$ cat src/rtl/uart_width_down.sv
// Word-to-chunk serialiser: a small FIFO of {word, len} whose head word
// is emitted OUT_W bits at a time, LSB- or MSB-chunk first.
module uart_width_down #(
    parameter int IN_W      = 32,
    parameter int OUT_W     = 8,
    parameter int DEPTH     = 2,
    parameter int MSB_FIRST = 0
) (
    input  logic                              clk,
    input  logic                              rst_n,
    input  logic                              wren,
    input  logic [IN_W-1:0]                   din,
    input  logic [$clog2(IN_W/OUT_W):0]       len,
    output logic                              full,
    input  logic                              rden,
    output logic [OUT_W-1:0]                  dout,
    output logic                              valid,
    output logic                              last,
    output logic [$clog2(DEPTH+1)-1:0]        count,
    output logic                              ovf
);

    localparam int R  = IN_W / OUT_W;
    localparam int KW = $clog2(R);
    localparam int LW = KW + 1;
    localparam int PW = $clog2(DEPTH);
    localparam int CW = $clog2(DEPTH + 1);

    logic [IN_W-1:0] word_mem_q [DEPTH];
    logic [LW-1:0]   len_mem_q  [DEPTH];

    logic [PW-1:0] wr_q, wr_d;
    logic [PW-1:0] rd_q, rd_d;
    logic [CW-1:0] count_q, count_d;
    logic [KW-1:0] k_q, k_d;
    logic          ovf_q, ovf_d;

    logic [LW-1:0] len_eff;
    logic [LW-1:0] hlen;
    logic [KW-1:0] idx;
    logic          wr_ok;
    logic          pop;
    logic          adv;

    // Stored length is normalised so the head compare never sees 0 or >R.
    assign len_eff = (len == '0 || len > LW'(R)) ? LW'(R) : len;

    assign full  = (count_q == CW'(DEPTH));
    assign valid = (count_q != '0);
    assign count = count_q;
    assign ovf   = ovf_q;

    assign hlen = len_mem_q[rd_q];
    assign last = valid && ({1'b0, k_q} == hlen - LW'(1));
    assign idx  = (MSB_FIRST != 0) ? KW'(R - 1) - k_q : k_q;

    assign wr_ok = wren && !full;
    assign pop   = rden && last;
    assign adv   = rden && valid && !last;

    always_comb begin
        dout = '0;
        for (int i = 0; i < R; i++) begin
            if (valid && idx == KW'(i)) begin
                dout = word_mem_q[rd_q][i*OUT_W +: OUT_W];
            end
        end
    end

    always_comb begin
        wr_d    = wr_q;
        rd_d    = rd_q;
        k_d     = k_q;
        count_d = count_q;
        ovf_d   = ovf_q | (wren & full);
        if (wr_ok) begin
            wr_d = wr_q + PW'(1);
        end
        if (pop) begin
            rd_d = rd_q + PW'(1);
            k_d  = '0;
        end else if (adv) begin
            k_d = k_q + KW'(1);
        end
        unique case ({wr_ok, pop})
            2'b10:   count_d = count_q + CW'(1);
            2'b01:   count_d = count_q - CW'(1);
            default: count_d = count_q;
        endcase
    end

    always_ff @(posedge clk or negedge rst_n) begin
        if (!rst_n) begin
            wr_q    <= '0;
            rd_q    <= '0;
            k_q     <= '0;
            count_q <= '0;
            ovf_q   <= 1'b0;
        end else begin
            wr_q    <= wr_d;
            rd_q    <= rd_d;
            k_q     <= k_d;
            count_q <= count_d;
            ovf_q   <= ovf_d;
        end
    end

    // Contents are qualified by count, so the array needs no reset.
    always_ff @(posedge clk) begin
        if (wr_ok) begin
            word_mem_q[wr_q] <= din;
            len_mem_q[wr_q]  <= len_eff;
        end
    end

endmodule

$ cat config.mk
export PLATFORM = sky130hd
export DESIGN_NAME = uart_width_down
export DESIGN_NICKNAME = d
export VERILOG_FILES = /design/src/rtl/uart_width_down.sv
export SDC_FILE = /design/constraint.sdc
export NUM_CORES = 1
export LEC_CHECK = 0
export CAP_MARGIN = 20
export CELL_PAD_IN_SITES_DETAIL_PLACEMENT = 1
export CELL_PAD_IN_SITES_GLOBAL_PLACEMENT = 2
export CORE_UTILIZATION = 40
export CTS_CLUSTER_DIAMETER = 50
export CTS_CLUSTER_SIZE = 16
export DETAILED_ROUTE_END_ITERATION = 8
export PLACE_DENSITY = 0.94
export SLEW_MARGIN = 20
export SYNTH_ARGS = -nofsm -noshare
export SYNTH_HDL_FRONTEND = slang
export SYNTH_SLANG_ARGS = --single-unit
$ cat constraint.sdc
create_clock -name clk -period 7.85 [get_ports clk]
set_clock_uncertainty 0.2 [all_clocks]
set_input_delay 0.785 -clock clk [delete_from_list [all_inputs] [get_ports clk]]
set_output_delay 0.785 -clock clk [all_outputs]
set_load 0.1 [all_outputs]
Word-level counts from Yosys, hierarchy flattened --
Memory sizes are Yosys's and may differ from the RTL's. Cells that the tools add are included.
Word-level totals: flip-flop bits (word level) 7, RAM bits 70, input bits 39, memories 2
Memory list:
- word_mem_q | words 2, width 32, read ports 1, clocked after memory_dff 0, wr ports 1, line 29 | logic [IN_W-1:0] word_mem_q [DEPTH];
- len_mem_q | words 2, width 3, read ports 1, clocked after memory_dff 0, wr ports 1, line 30 | logic [LW-1:0] len_mem_q [DEPTH];
Cells by class: add/sub/neg operators 6, magnitude comparators 1, equality and inequality tests 7, mux-type cells 10, bitwise gates (word level) 2, reduce and logical (&&, ||, !) cells 17
Operator list (number):
- $mux 8 | 4
- $logic_and 1x1->1 | 9
- $eq 2x2->1 const B | 4
- $reduce_bool 2->1 | 3
- $add 2x1->2 const B | 2
- $eq 2x1->1 const B | 2
- $mux 2 | 2
- $pmux 2 s2 | 1
- $eq 2x3->1 | 1
- $gt 3x3->1 const B | 1
- $logic_not 3->1 | 1
- $mux 3 | 1
- $sub 3x1->3 const B | 1
- $add 1x1->1 const B | 2
- $logic_not 1->1 | 2
- $logic_not 2->1 | 1
- $mux 1 | 2
- $sub 2x1->2 const B | 1
- $and 1x1->1 | 1
- $logic_or 1x1->1 | 1
- $or 1x1->1 | 1

Logic depth before layout (Yosys ltp) --
An unclocked memory read counts as a cell.
word-level depth 8, depth in mapped cells 11

Least setup slack after synthesis --
OpenSTA, ideal clock, no wires.
kind register to output, start reg count_q[0] (netlist: count[0]), end out dout[3], arrival time 3.677 ns, setup slack 3.188 ns, cell stages (with the launch flop) 6, cells stage by stage dfrtp_1 or2_1 buf_2 nand3b_1 o221a_1 o22ai_1
On the way: cells in the longest elaborated chain, start to end 6
Ends and longest elaborated chain:
- start, declared | line 34 | logic [CW-1:0] count_q, count_d;
- start signal, assigned | line 103 | count_q <= count_d;
- $reduce_bool 2->1 (*) | line 49 | assign valid = (count_q != '0);
- named net valid | line 17 | output logic valid,
- $logic_and 1x1->1 | line 64 | if (valid && idx == KW'(i)) begin
- $mux 8 (3 in a row) | line 64
- $mux 8 (*) | line 64
- end, declared | line 16 | output logic [OUT_W-1:0] dout,
Mark *: on every way through the listed nets, which the timed path passes. The rest lies on a longest branch.

Worst setup path after layout --
start reg rd_q, end out last
On the way: cells in the longest elaborated chain, start to end 4
Ends and longest elaborated chain:
- start, declared | line 33 | logic [PW-1:0] rd_q, rd_d;
- start signal, assigned | line 101 | rd_q <= rd_d;
- $mem_v2 2x3
- $sub 3x1->3 | line 54 | assign last = valid && ({1'b0, k_q} == hlen - LW'(1));
- $eq 2x3->1 | line 54
- $logic_and 1x1->1 | line 54
- end, declared | line 18 | output logic last,
Every way passes these cells.

==> run_results.csv <==
group,metric,value,unit
yosys,synth_cells,186,
cts,cts-resized-gates,0,
grt,grt_overflow,0,
timing,worstMarginPinSlew,1.07,ns
floorplanning,die_area,8330,um^2
place,gp_congestion,0.670,
run,drv_cap,0,
floorplanning,initial_core_util,41.2,%
critical_path,crit_type,"reg -> out",
cells_and_area,syn2layout_area_growth,25.4,%
place,place_area,3810,um^2
cells_and_area,antenna_cells,0,
critical_path,cp-startpoint,"rd_q",
grt,grt_pass1_vias,1919,
timing,max_freq,208,MHz
hold_path,hold_path.class,"reg -> reg",
cts,clock_path_buffers,2,
place,hpwl,4.13,mm
yosys,synthDistinctLibCells,30,
routing,routed_wl,6.10,mm
critical_path,ff2ff_path_depth,7,
timing,slew_viol_final,0,
cts,cts_buffers,9,
timing,setup_viol_count_final,0,
routing,drc,0,
yosys,synth-seq-cells,77,
cells_and_area,fin_area,4000,um^2
floorplanning,die_y,91.3,um
critical_path,cp-endpoint,"last",
cts,hold_buffers,0,
floorplanning,design.portCount,53,
cts,cts_tree,"yes",
floorplanning,placement_rows,32,
hold_path,hp-start,"ovf",
yosys,ys_seq_area_share,71.5,%
critical_path,reg2reg_slack,4.62,ns
run_status,outcome,"completed",
routing,drt_iter0_markers,62,
cells_and_area,layout-drive-gt1-share,11.7,%
cts,clk_pin_slew,0.07,ns
grt,grt_max_degree,37,
timing,period_minus_slack,4.81,ns
grt,grt_usage,15.8,%
cts,clk_latency,0.34,ns
critical_path,crit_family,"buffers and inverters",
critical_path,max_stage_delay,1.12,ns
routing,drt-wirelength-per-cell,17.4,um
critical_path,critPathCaptureType,"primary output",
timing,maxSlewHeadroom,28.2,%
cts,cts_htree_levels,3,
yosys,synth_area,3190,um^2
grt,grt_pass1_wl,9.73,mm
place,port-buffer-count,52,
critical_path,cpMaxStageDelayCell,"clkdlybuf4s50_1",
critical_path,critical_path_peak_fanout,36,
cts,cts_setup_buffers,0,
critical_path,worstPathRequired,6.86,ns
routing,drtAntennaViolNets,0,
timing,rsz0062_at_grt,"false",
yosys,ys_warn_count,0,
routing,vias,1742,
timing,hold_viol,0,
floorplanning,die_x,91.3,um
timing,timing.final.crit_share,61.3,%
critical_path,crit_buf_inv,1,
floorplanning,coreArea,7730,um^2
routing,vias_per_cell,4.98,
critical_path,cp.depth,6,
critical_path,arrival,3.83,ns
critical_path,reg2reg_from,"rd_q",
grt,antenna_found_initial,0,
timing,fin_tns_setup,0,ns
cts,cts.sinks,77,
critical_path,startpoint_type,"flip-flop",
critical_path,critical_path.cell_chain,"mux2i_4 -> ha_1 -> xnor2_1 -> nor3_1 -> and2_1 -> clkdlybuf4s50_1",
critical_path,reg2reg_to,"count[1]",
routing,dr.pass1.iters,4,
cells_and_area,nets,289,
yosys,syn-num-nets,232,
yosys,avgSynthCellArea,17.1,um^2
cts,clock-root-buffer,"clkbuf_8",
-- kinds of logic after synthesis --
logic type	Yosys count	share of synthesized area, %
flops	77	71.5
compound gates	27	6.28
xor+xnor	8	2.20
buf+inv	12	1.96
fa+ha+maj	7	2.75
simple gates	20	3.65
mux	35	11.7
-- area by class of cell --
type	instances	area, um^2
clock buffer	9	124
clock inverter	7	66.3
fill	742	3730
inverter	5	18.8
multi-input combinational	97	855
sequential	77	2280
tap	102	128
timing repair buffer	53	528
-- cells in the mapped netlist, drive strengths merged --
| cell | count | area, um^2 |
|---|---|---|
| a211oi | 1 | 7.51 |
| a21o | 1 | 7.51 |
| and2 | 1 | 6.26 |
| and3 | 1 | 6.26 |
| buf | 7 | 43.8 |
| dfrtp | 7 | 175 |
| edfxtp | 70 | 2100 |
| ha | 7 | 87.6 |
| inv | 5 | 18.8 |
| mux2 | 8 | 90.1 |
| mux2i | 27 | 283 |
| nand2 | 6 | 22.5 |
| nand2b | 1 | 6.26 |
| nand3 | 1 | 5.00 |
| nand3b | 1 | 7.51 |
| nor2 | 3 | 11.3 |
| nor2b | 2 | 12.5 |
| nor3 | 1 | 5.00 |
| nor4 | 1 | 21.3 |
| o21ai | 9 | 45.0 |
| o221a | 8 | 90.1 |
| o22ai | 8 | 50.1 |
| or2 | 2 | 12.5 |
| xnor2 | 6 | 52.6 |
| xor2 | 2 | 17.5 |
-- flip-flops by register name, summed over array words and instances, names as in the netlist --
signal / count
word_mem_q: 64
len_mem_q: 6
count: 2
idx: 2
ovf: 1
rd_q: 1
wr_q: 1
-- worst min-delay path by stage --
stage | to | cells past startpoint
5_1_grt | ovf | 1
3_3_place_gp | ovf | 1
2_1_floorplan | wr_q | 1
6_report | ovf | 1
3_5_place_dp | ovf | 1
4_1_cts | ovf | 1
-- cells in the final DEF (no fill, tap or decap), drive strengths merged, types with 3 or more instances in the layout --
| cell | n |
|---|---|
| nand2 | 6 |
| clkdlybuf4s50 | 52 |
| o22ai | 8 |
| dfrtp | 7 |
| mux2i | 27 |
| nor2 | 3 |
| o221a | 8 |
| clkbuf | 9 |
| edfxtp | 70 |
| xnor2 | 6 |
| ha | 7 |
| mux2 | 8 |
| o21ai | 9 |
| clkinv | 4 |
| inv | 5 |
-- routing by layer --
layer	track usage, %	part of all wire, %
met5	0	0
met4	8.20	1.9
met3	2.60	2.4
met2	26.9	51
met1	19.3	45
-- stage by stage --
step / cells / setup slack (ns) / hold WS [ns] / util (%)
after detailed placement: 334 / 3.37 / 0.256 / 49.3
after global placement: 334 / 3.48 / 0.242 / 49.3
after global routing: 350 / 2.85 / 0.292 / 51.7
after floorplan: 186 / 3.19 / 0.261 / -
after CTS: 350 / 2.99 / 0.263 / 51.7
final: 350 / 3.04 / 0.258 / 51.7
Power is not shown: default switching activity piles up to over one toggle a cycle in this logic, so the estimate is an artifact.
